[src/rtl/mmio_uart_transmitter.sv]
// Memory-mapped UART transmitter: stores to the data address queue bytes in a FIFO,
// which an 8N1 serialiser drains LSB first; loads return a status word after a one-cycle stall.
module mmio_uart_transmitter #(
  parameter int          CLKS_PER_BIT    = 868,
  parameter int          FIFO_DEPTH_LOG2 = 2,
  parameter logic [31:0] TX_DATA_ADDRESS = 32'h2000,
  parameter logic [31:0] STATUS_ADDRESS  = 32'h2004
) (
  input  logic        clk,
  input  logic        reset_n,
  input  logic        opcode_is_load,
  input  logic        opcode_is_store,
  input  logic [31:0] effective_address,
  input  logic [31:0] store_data,
  output logic        address_hit,
  output logic        clk_stall,
  output logic [31:0] result_to_write_rd,
  output logic        uart_tx
);

  localparam int DEPTH = 1 << FIFO_DEPTH_LOG2;
  localparam int CW    = FIFO_DEPTH_LOG2 + 1;
  localparam int BW    = $clog2(CLKS_PER_BIT);
  localparam logic [BW-1:0] BAUD_MAX = BW'(CLKS_PER_BIT - 1);

  typedef struct packed {
    logic        ld;
    logic        st;
    logic [31:0] addr;
    logic [7:0]  data;
  } mmio_req_t;

  typedef enum logic [1:0] {IDLE, START, DATA, STOP} tx_state_t;

  mmio_req_t req;
  logic      hit_tx, hit_st;
  logic      unused_data;

  assign req         = '{ld: opcode_is_load, st: opcode_is_store,
                         addr: effective_address, data: store_data[7:0]};
  assign unused_data = ^store_data[31:8];
  assign hit_tx      = (req.addr == TX_DATA_ADDRESS);
  assign hit_st      = (req.addr == STATUS_ADDRESS);
  assign address_hit = (req.ld | req.st) & (hit_tx | hit_st);

  // FIFO
  logic [DEPTH-1:0][7:0]      fifo_mem;
  logic [FIFO_DEPTH_LOG2-1:0] wr_ptr, rd_ptr;
  logic [CW-1:0]              count;
  logic                       fifo_full, store_push, store_full_stall, pop;

  // Full is judged on the registered count, so a pop in the same cycle does not free the slot.
  assign fifo_full        = (count == CW'(DEPTH));
  assign store_push       = req.st & hit_tx & ~fifo_full;
  assign store_full_stall = req.st & hit_tx & fifo_full;

  always_ff @(posedge clk) begin
    if (store_push) fifo_mem[wr_ptr] <= req.data;
  end

  always_ff @(posedge clk or negedge reset_n) begin
    if (!reset_n) begin
      wr_ptr <= '0;
      rd_ptr <= '0;
      count  <= '0;
    end else begin
      if (store_push) wr_ptr <= wr_ptr + 1'b1;
      if (pop)        rd_ptr <= rd_ptr + 1'b1;
      case ({store_push, pop})
        2'b10:   count <= count + CW'(1);
        2'b01:   count <= count - CW'(1);
        default: count <= count;
      endcase
    end
  end

  // Transmit FSM
  tx_state_t     state, state_nx;
  logic [BW-1:0] baud, baud_nx;
  logic [2:0]    bit_idx, bit_nx;
  logic [7:0]    shift, shift_nx;
  logic          tx_q, tx_nx, bit_end, tx_busy;

  assign bit_end = (baud == '0);
  assign tx_busy = (state != IDLE) | (count != '0);

  always_comb begin
    state_nx = state;
    baud_nx  = baud;
    bit_nx   = bit_idx;
    shift_nx = shift;
    pop      = 1'b0;
    case (state)
      IDLE: begin
        if (count != '0) begin
          pop      = 1'b1;
          shift_nx = fifo_mem[rd_ptr];
          baud_nx  = BAUD_MAX;
          state_nx = START;
        end
      end
      START: begin
        if (bit_end) begin
          state_nx = DATA;
          bit_nx   = 3'd0;
          baud_nx  = BAUD_MAX;
        end else baud_nx = baud - BW'(1);
      end
      DATA: begin
        if (bit_end) begin
          baud_nx = BAUD_MAX;
          if (bit_idx == 3'd7) state_nx = STOP;
          else                 bit_nx   = bit_idx + 3'd1;
        end else baud_nx = baud - BW'(1);
      end
      STOP: begin
        if (bit_end) begin
          // Chain straight into the next start bit so queued frames leave without an idle gap.
          if (count != '0) begin
            pop      = 1'b1;
            shift_nx = fifo_mem[rd_ptr];
            baud_nx  = BAUD_MAX;
            state_nx = START;
          end else state_nx = IDLE;
        end else baud_nx = baud - BW'(1);
      end
      default: state_nx = IDLE;
    endcase
  end

  always_comb begin
    tx_nx = 1'b1;
    case (state)
      START:   tx_nx = 1'b0;
      DATA:    tx_nx = shift[bit_idx];
      default: tx_nx = 1'b1;
    endcase
  end

  always_ff @(posedge clk or negedge reset_n) begin
    if (!reset_n) begin
      state   <= IDLE;
      baud    <= '0;
      bit_idx <= '0;
      shift   <= '0;
      tx_q    <= 1'b1;
    end else begin
      state   <= state_nx;
      baud    <= baud_nx;
      bit_idx <= bit_nx;
      shift   <= shift_nx;
      tx_q    <= tx_nx;
    end
  end

  assign uart_tx = tx_q;

  // Load path: stall one cycle, then latch the result and release the core.
  logic        load_in_progress, load_stall_reg, ld_status_q, load_start;
  logic [31:0] status_word;

  assign load_start  = req.ld & (hit_tx | hit_st) & ~load_in_progress;
  assign status_word = {24'b0, 4'(count), 2'b0, fifo_full, tx_busy};

  always_ff @(posedge clk or negedge reset_n) begin
    if (!reset_n) begin
      load_in_progress   <= 1'b0;
      load_stall_reg     <= 1'b0;
      ld_status_q        <= 1'b0;
      result_to_write_rd <= '0;
    end else begin
      load_in_progress <= load_start;
      load_stall_reg   <= load_start;
      if (load_start) ld_status_q <= hit_st;
      if (load_in_progress) result_to_write_rd <= ld_status_q ? status_word : 32'b0;
    end
  end

  assign clk_stall = load_stall_reg | store_full_stall;

endmodule

[config.mk]
export PLATFORM = sky130hd
export DESIGN_NAME = mmio_uart_transmitter
export DESIGN_NICKNAME = d
export VERILOG_FILES = /design/src/rtl/mmio_uart_transmitter.sv
export SDC_FILE = /design/constraint.sdc
export NUM_CORES = 1
export LEC_CHECK = 0
export CAP_MARGIN = 10
export CORE_UTILIZATION = 49
export DETAILED_ROUTE_END_ITERATION = 8
export GPL_ROUTABILITY_DRIVEN = 1
export HOLD_SLACK_MARGIN = 0.15
export PLACE_DENSITY = 0.91
export REMOVE_ABC_BUFFERS = 1
export SLEW_MARGIN = 20
export SYNTH_ARGS = -nofsm -noshare
export SYNTH_HDL_FRONTEND = slang
export SYNTH_SLANG_ARGS = --single-unit
[constraint.sdc]
create_clock -name clk -period 6.2 [get_ports clk]
set_input_delay 1.24 -clock clk [delete_from_list [all_inputs] [get_ports clk]]
set_output_delay 1.24 -clock clk [all_outputs]
set_load 0.005 [all_outputs]
==> results.sh, run 1 <==
export IMPL_run_status="completed"
export IMPL_worst_r2r_setup_slack_ns=3.29
export IMPL_core_region_area_um2=6982
export IMPL_drt_first_iter_violations=129
export IMPL_fin_crit_ns=4.501
export IMPL_worst_path_most_repeated_cell="clkdlybuf4s50_1"
export IMPL_viasPerCell=5.645
export IMPL_gp_congestion=0.9544
export IMPL_timing_critical_path_to_type="output pin"
export IMPL_syn_to_final_growth_pct=19.01
export IMPL_tritoncts_num_sinks=70
export IMPL_drv_slew=0
export IMPL_detail_route_antenna_nets=0
export IMPL_syn_mean_instance_area_um2=12.81
export IMPL_startpoint="effective_address[12]"
export IMPL_max_freq_mhz=222.2
export IMPL_drt_total_wl_um=6994
export IMPL_yosysWarnings=0
export IMPL_worst_r2r_path_depth=9
export IMPL_peakVddDrop_mv=0.1875
export IMPL_vias_after_detailed_routing=2478
export IMPL_synth_cell_types=54
export IMPL_pwr_cell_area_nw_per_um2=202.1
export IMPL_placed_cell_area_um2=4124
export IMPL_worst_path_max_fanout=4
export IMPL_postLayoutCoreUtil_pct=61.81
export IMPL_min_period_over_period_pct=72.60
export IMPL_clk_insertion_delay_late_ns=0.35
export IMPL_start_util_pct=51.94
export IMPL_critical_path_s_slowest_cell="clkdlybuf4s50_1"
export IMPL_rsz0062_at_grt="no"
export IMPL_grt_antenna_before_repair=0
export IMPL_critical_path_cell_chain="clkdlybuf4s50_1 > nor4b_1 > nand4_1 > o41ai_1 > clkdlybuf4s50_1"
export IMPL_mappedNetlistArea_um2=3626
export IMPL_largest_register_ffs=32
export IMPL_maxCapViolations=0
export IMPL_ys_dominant_reg_cell="dfrtp_1"
export IMPL_number_of_core_rows=30
export IMPL_critPathLaunchType="primary input"
export IMPL_yosysSeqAreaShare_pct=52.76
export IMPL_crit_path_max_incr_delay_ns=0.57
export IMPL_final_hold_violation_count=0
export IMPL_power_static_leakage_uw=0.001817
export IMPL_layout_drive_gt1_share_pct=13.99
export IMPL_synth_seq_cells=70
export IMPL_post_cts_resized=0
export IMPL_skew_ns=0.009564
export IMPL_cts_clk_slew_worst_paths_ns=0.08
export IMPL_largestRegisters="fifo_mem x32, baud x10, shift x8"
export IMPL_gr_total_overflow=0
export IMPL_io_pin_count=103
export IMPL_grt_start_max_net_pins=39
export IMPL_asyncSetResetFlopFracSynth_pct=54.29
export IMPL_worst_endpoint_required_ns=4.96
export IMPL_worst_slew_pin_slew_ns=0.8465
export IMPL_clockBufferDepth=2
export IMPL_critical_path_endpoint="clk_stall"
export IMPL_worstSetupPathType="primary input to output pin"
export IMPL_hpwlAfterDp_um=5327
export IMPL_fin_worst_hold_slack_ns=0.5048
export IMPL_track_usage_pct=20.13
export IMPL_wire_per_inst_um=15.93
export IMPL_postCtsSetupBuffers=0
export IMPL_cts_tree="done"
export IMPL_total_inserted_antenna_cells=0
export IMPL_dieHeight_um=88.02
export IMPL_area_taken_by_multi_input_logic_gates_um2=1526
export IMPL_cts_max_level=3
export IMPL_crit_reg2reg_launch="baud[5]"
export IMPL_synth_edf_count=32
export IMPL_cts_hold_buffers_added=0
export IMPL_io_buffers=51
export IMPL_cts_inserted_buffers=9
export IMPL_r2r_end="count[2]"
export IMPL_dr_pass1_iters=5
export IMPL_register_area_um2=1913
export IMPL_die_w_um=88.02
export IMPL_hold_path_class="register to register"
export IMPL_final_net_count=421
export IMPL_syn_inst_count=283
export IMPL_grt_first_pass_wirelength_um=11520
export IMPL_crit_arrival_ns=3.26
export IMPL_drt_drc_violations_left=0
export IMPL_timing_slew_headroom_pct=43.56
export IMPL_clock_root_buffer="clkbuf_8"
export IMPL_final_fill_count=543
export IMPL_totalNegativeSetupSlack_ns=0
export IMPL_max_flop_register="fifo_mem"
export IMPL_post_route_cell_area_um2=4315
export IMPL_die_area_um2=7748
export IMPL_first_global_vias=2522
export IMPL_timing_final_setup_violations=0
[placed cells by master (no fill, tap or decap), types with 6 or more instances in the layout]
cell type	n
clkdlybuf4s50_1	50
nor4_1	8
nand4_1	6
inv_1	17
mux2_2	10
o21ai_0	6
clkbuf_8	9
mux4_2	10
nor3_1	7
edfxtp_1	32
nand3_1	10
a21oi_1	8
ha_1	14
conb_1	27
dfrtp_1	37
nor2_1	11
[kinds of logic after synthesis]
group	Yosys count	synth area share, %
AOI/OAI and AO/OA	47	9.904
xor gates and xnor gates	7	1.691
adders and majority gates	15	5.383
buffers and inverters	50	7.971
DFF	70	52.76
muxes	24	10.46
other	1	0.1034
and+or+nand+nor	69	11.73
[through the flow]
stage / worst slack (ns) / power, µW / std cells
after floorplan: 2.775 / 500.5 / 276
after global placement: 1.713 / 533.8 / 423
after detailed placement: 1.690 / 534.9 / 423
after CTS: 1.668 / 880.1 / 439
after global routing: 1.530 / 902.1 / 439
final: 1.699 / 872.3 / 439
[power by group]
| part | total [µW] | internal [µW] | leakage, µW | switching, µW |
|---|---|---|---|---|
| clock | 347 | 153 | 0.0000927 | 194 |
| combinational | 39.7 | 24.3 | 0.000980 | 15.4 |
| sequential | 485 | 485 | 0.000745 | 0.000000783 |
[worst min-delay path by stage]
stage | startpoint | end | slack (ns) | depth (start not counted)
final | shift[7] | shift[7] | 0.50 | 1
after global placement | result_to_write_rd[0] | result_to_write_rd[0] | 0.48 | 1
after detailed placement | result_to_write_rd[0] | result_to_write_rd[0] | 0.48 | 1
after global routing | shift[7] | shift[7] | 0.53 | 1
after floorplan | shift[7] | shift[7] | 0.46 | 1
after CTS | result_to_write_rd[0] | result_to_write_rd[0] | 0.50 | 1
[layer usage]
layer,vias up,track usage [%],wire length [µm]
met4,0,9.824,176
met2,133,35.38,3603
li1,1122,-,-
met1,1196,22.84,2748
met5,-,0,0
met3,27,5.184,465
[synthesized netlist by cell type (3+ instances only)]
library cell	n	area share [%]
a21o_1	4	0.83
a21oi_1	8	1.1
a221oi_1	3	0.72
a22o_1	5	1.2
and2_1	5	0.86
buf_4	27	5.6
clkbuf_1	5	0.52
dfrtp_1	37	26
edfxtp_1	32	27
ha_1	14	4.8
inv_1	17	1.8
mux2_2	10	3.1
mux2i_1	3	0.83
mux4_2	10	6.2
nand2_1	4	0.41
nand3_1	10	1.4
nand4_1	6	1.0
nor2_1	11	1.1
nor3_1	8	1.1
nor4_1	8	1.4
o21ai_0	6	0.83
xor2_1	5	1.2
[worst max-delay path, delay by kind of cell]
kind | cells | cell delay [ns]
AO/OA/AOI/OAI | 1 | 0.45
buffers and inverters | 2 | 0.97
AND/OR/NAND/NOR | 2 | 0.61
[layout make-up]
class	instances	area share [%]
Clock buffer	9	2.870
Clock inverter	7	1.450
Inverter	17	1.479
Multi-Input combinational cell	189	35.37
Sequential cell	70	44.33
Tap cell	96	2.783
Timing Repair Buffer	51	11.71
(Power assumes the default switching activity.)
==> inputs of run 2 (changes only) <==
- CORE_UTILIZATION: 49 -> 43
- PLACE_DENSITY: 0.91 -> 0.85
- clock period: 6.2 -> 3.9 ns (I/O delays scaled with it)
==> results.sh, run 2 (synthesis results as in run 1) <==
export IMPL_run_status="completed"
export IMPL_clock_root_buffer="clkbuf_8"
export IMPL_dieHeight_um=93.83
export IMPL_crit_reg2reg_launch="baud[5]"
export IMPL_critical_path_cell_chain="clkdlybuf4s50_1 > nor4_1 > nand4_1 > o41ai_1 > clkdlybuf4s50_1"
export IMPL_worstSetupPathType="primary input to output pin"
export IMPL_cts_inserted_buffers=9
export IMPL_worst_path_dominant_cell_family="buffers and inverters"
export IMPL_cts_tree="done"
export IMPL_wire_per_inst_um=15.14
export IMPL_min_delay_worst_endpoint="result_to_write_rd[0]"
export IMPL_worst_r2r_path_depth=9
export IMPL_maxCapViolations=0
export IMPL_rsz0062_at_grt="no"
export IMPL_hpwlAfterDp_um=5067
export IMPL_critPathLaunchType="primary input"
export IMPL_largest_register_ffs=32
export IMPL_die_area_um2=8804
export IMPL_worst_slew_pin_slew_ns=0.8796
export IMPL_final_hold_violation_count=0
export IMPL_path_buf_inv=2
export IMPL_max_freq_mhz=286.9
export IMPL_power_static_leakage_uw=0.001819
export IMPL_most_common_layout_cells="50 x clkdlybuf4s50_1, 37 x dfrtp_1, 32 x edfxtp_1, 27 x conb_1, 17 x inv_1"
export IMPL_r2r_end="count[2]"
export IMPL_dr_pass1_iters=4
export IMPL_peakVddDrop_mv=0.2616
export IMPL_post_cts_resized=0
export IMPL_tritoncts_num_sinks=70
export IMPL_syn_to_final_growth_pct=19.63
export IMPL_layout_drive_gt1_share_pct=13.66
export IMPL_die_w_um=93.83
export IMPL_cts_max_level=3
export IMPL_io_buffers=51
export IMPL_skew_ns=0.008350
export IMPL_min_period_over_period_pct=89.36
export IMPL_total_inserted_antenna_cells=0
export IMPL_cts_hold_buffers_added=0
export IMPL_max_flop_register="fifo_mem"
export IMPL_cts_clk_slew_worst_paths_ns=0.07
export IMPL_grt_antenna_before_repair=0
export IMPL_detail_route_antenna_nets=0
export IMPL_postCtsSetupBuffers=0
export IMPL_worst_path_most_repeated_cell="clkdlybuf4s50_1"
export IMPL_drt_total_wl_um=6800
export IMPL_hold_path_class="register to register"
export IMPL_final_net_count=422
export IMPL_worst_r2r_setup_slack_ns=1.02
export IMPL_worst_path_max_fanout=4
export IMPL_grt_start_max_net_pins=39
export IMPL_drt_first_iter_violations=119
export IMPL_first_global_vias=2531
export IMPL_grt_first_pass_wirelength_um=11590
export IMPL_pwr_cell_area_nw_per_um2=321.7
export IMPL_start_util_pct=44.35
export IMPL_crit_arrival_ns=2.70
export IMPL_critical_path_s_slowest_cell="clkdlybuf4s50_1"
export IMPL_worstHoldStart="result_to_write_rd[0]"
export IMPL_timing_slew_headroom_pct=41.36
export IMPL_timing_critical_path_to_type="output pin"
export IMPL_core_region_area_um2=8175
export IMPL_gr_total_overflow=0
export IMPL_vias_after_detailed_routing=2419
export IMPL_drv_slew=0
export IMPL_track_usage_pct=17.33
export IMPL_total_power_uw=1396
export IMPL_fin_crit_ns=3.485
export IMPL_crit_path_max_incr_delay_ns=0.56
export IMPL_hold_path_depth=1
export IMPL_clockBufferDepth=2
export IMPL_worst_endpoint_required_ns=3.12
export IMPL_largestRegisters="fifo_mem x32, baud x10, shift x8"
export IMPL_mostFrequentLayoutCell="clkdlybuf4s50_1"
export IMPL_clk_insertion_delay_late_ns=0.34
export IMPL_totalNegativeSetupSlack_ns=0
export IMPL_number_of_core_rows=33
export IMPL_timing_final_setup_violations=0
export IMPL_io_pin_count=103
export IMPL_gp_congestion=0.8466
export IMPL_viasPerCell=5.388
export IMPL_drt_drc_violations_left=0
-- run 2: worst register-to-register path: stages (launching register included) --
cell and delay (ns):
dfrtp_1 0.45, or4_4 0.63, nor4_2 0.44, o21a_1 0.21, ha_1 0.19, inv_1 0.06
fa_1 0.38, xor2_1 0.15, nor2_1 0.13, xor2_1 0.17
-- run 2: how the worst max path moves through the flow --
stage                          start         to  slack (ns)  cells past startpoint
6_report       effective_address[22]  clk_stall        0.42                      5
5_1_grt        effective_address[22]  clk_stall        0.28                      5
4_1_cts        effective_address[22]  clk_stall        0.39                      5
3_5_place_dp   effective_address[22]  clk_stall        0.41                      5
3_3_place_gp   effective_address[18]  clk_stall        0.44                      5
2_1_floorplan  effective_address[12]   count[2]        1.22                     10
-- run 2: through the flow --
step / std cells / hold WS [ns] / util [%] / cell area, µm² / setup WS, ns
after floorplan: 276 / 0.4589 / - / 3498 / 1.216
after global placement: 433 / 0.4699 / 50.67 / 4143 / 0.4416
after global routing: 449 / 0.5190 / 53.06 / 4338 / 0.2837
final: 449 / 0.4970 / 53.06 / 4338 / 0.4151
after CTS: 449 / 0.4999 / 53.00 / 4333 / 0.3934
after detailed placement: 433 / 0.4733 / 50.67 / 4143 / 0.4134
-- run 2: where the power goes --
group	switching, µW	total [µW]	internal, µW	leakage, µW
sequential	0.00000122	772	772	0.000745
clock	268	561	293	0.0000899
combinational	24.6	63.2	38.6	0.000984
-- run 2: area by class of cell --
class                   count  area (µm²)
multi-input cells         189        1526
inverters                  17       63.81
repair buffers             52       513.0
flip-flops and latches     70        1913
well taps                 105       131.4
clock inverters             6       62.56
clock buffers              10       127.6
fillers                   672        3837
-- run 2: routing by layer --
layer / global-route usage [%] / part of all wire, % / vias to the layer above
met5: 0 / 0 / -
met1: 20.40 / 41 / 1157
met3: 4.531 / 6.3 / 12
met2: 29.68 / 51 / 123
met4: 7.692 / 1.6 / 0
li1: - / - / 1127
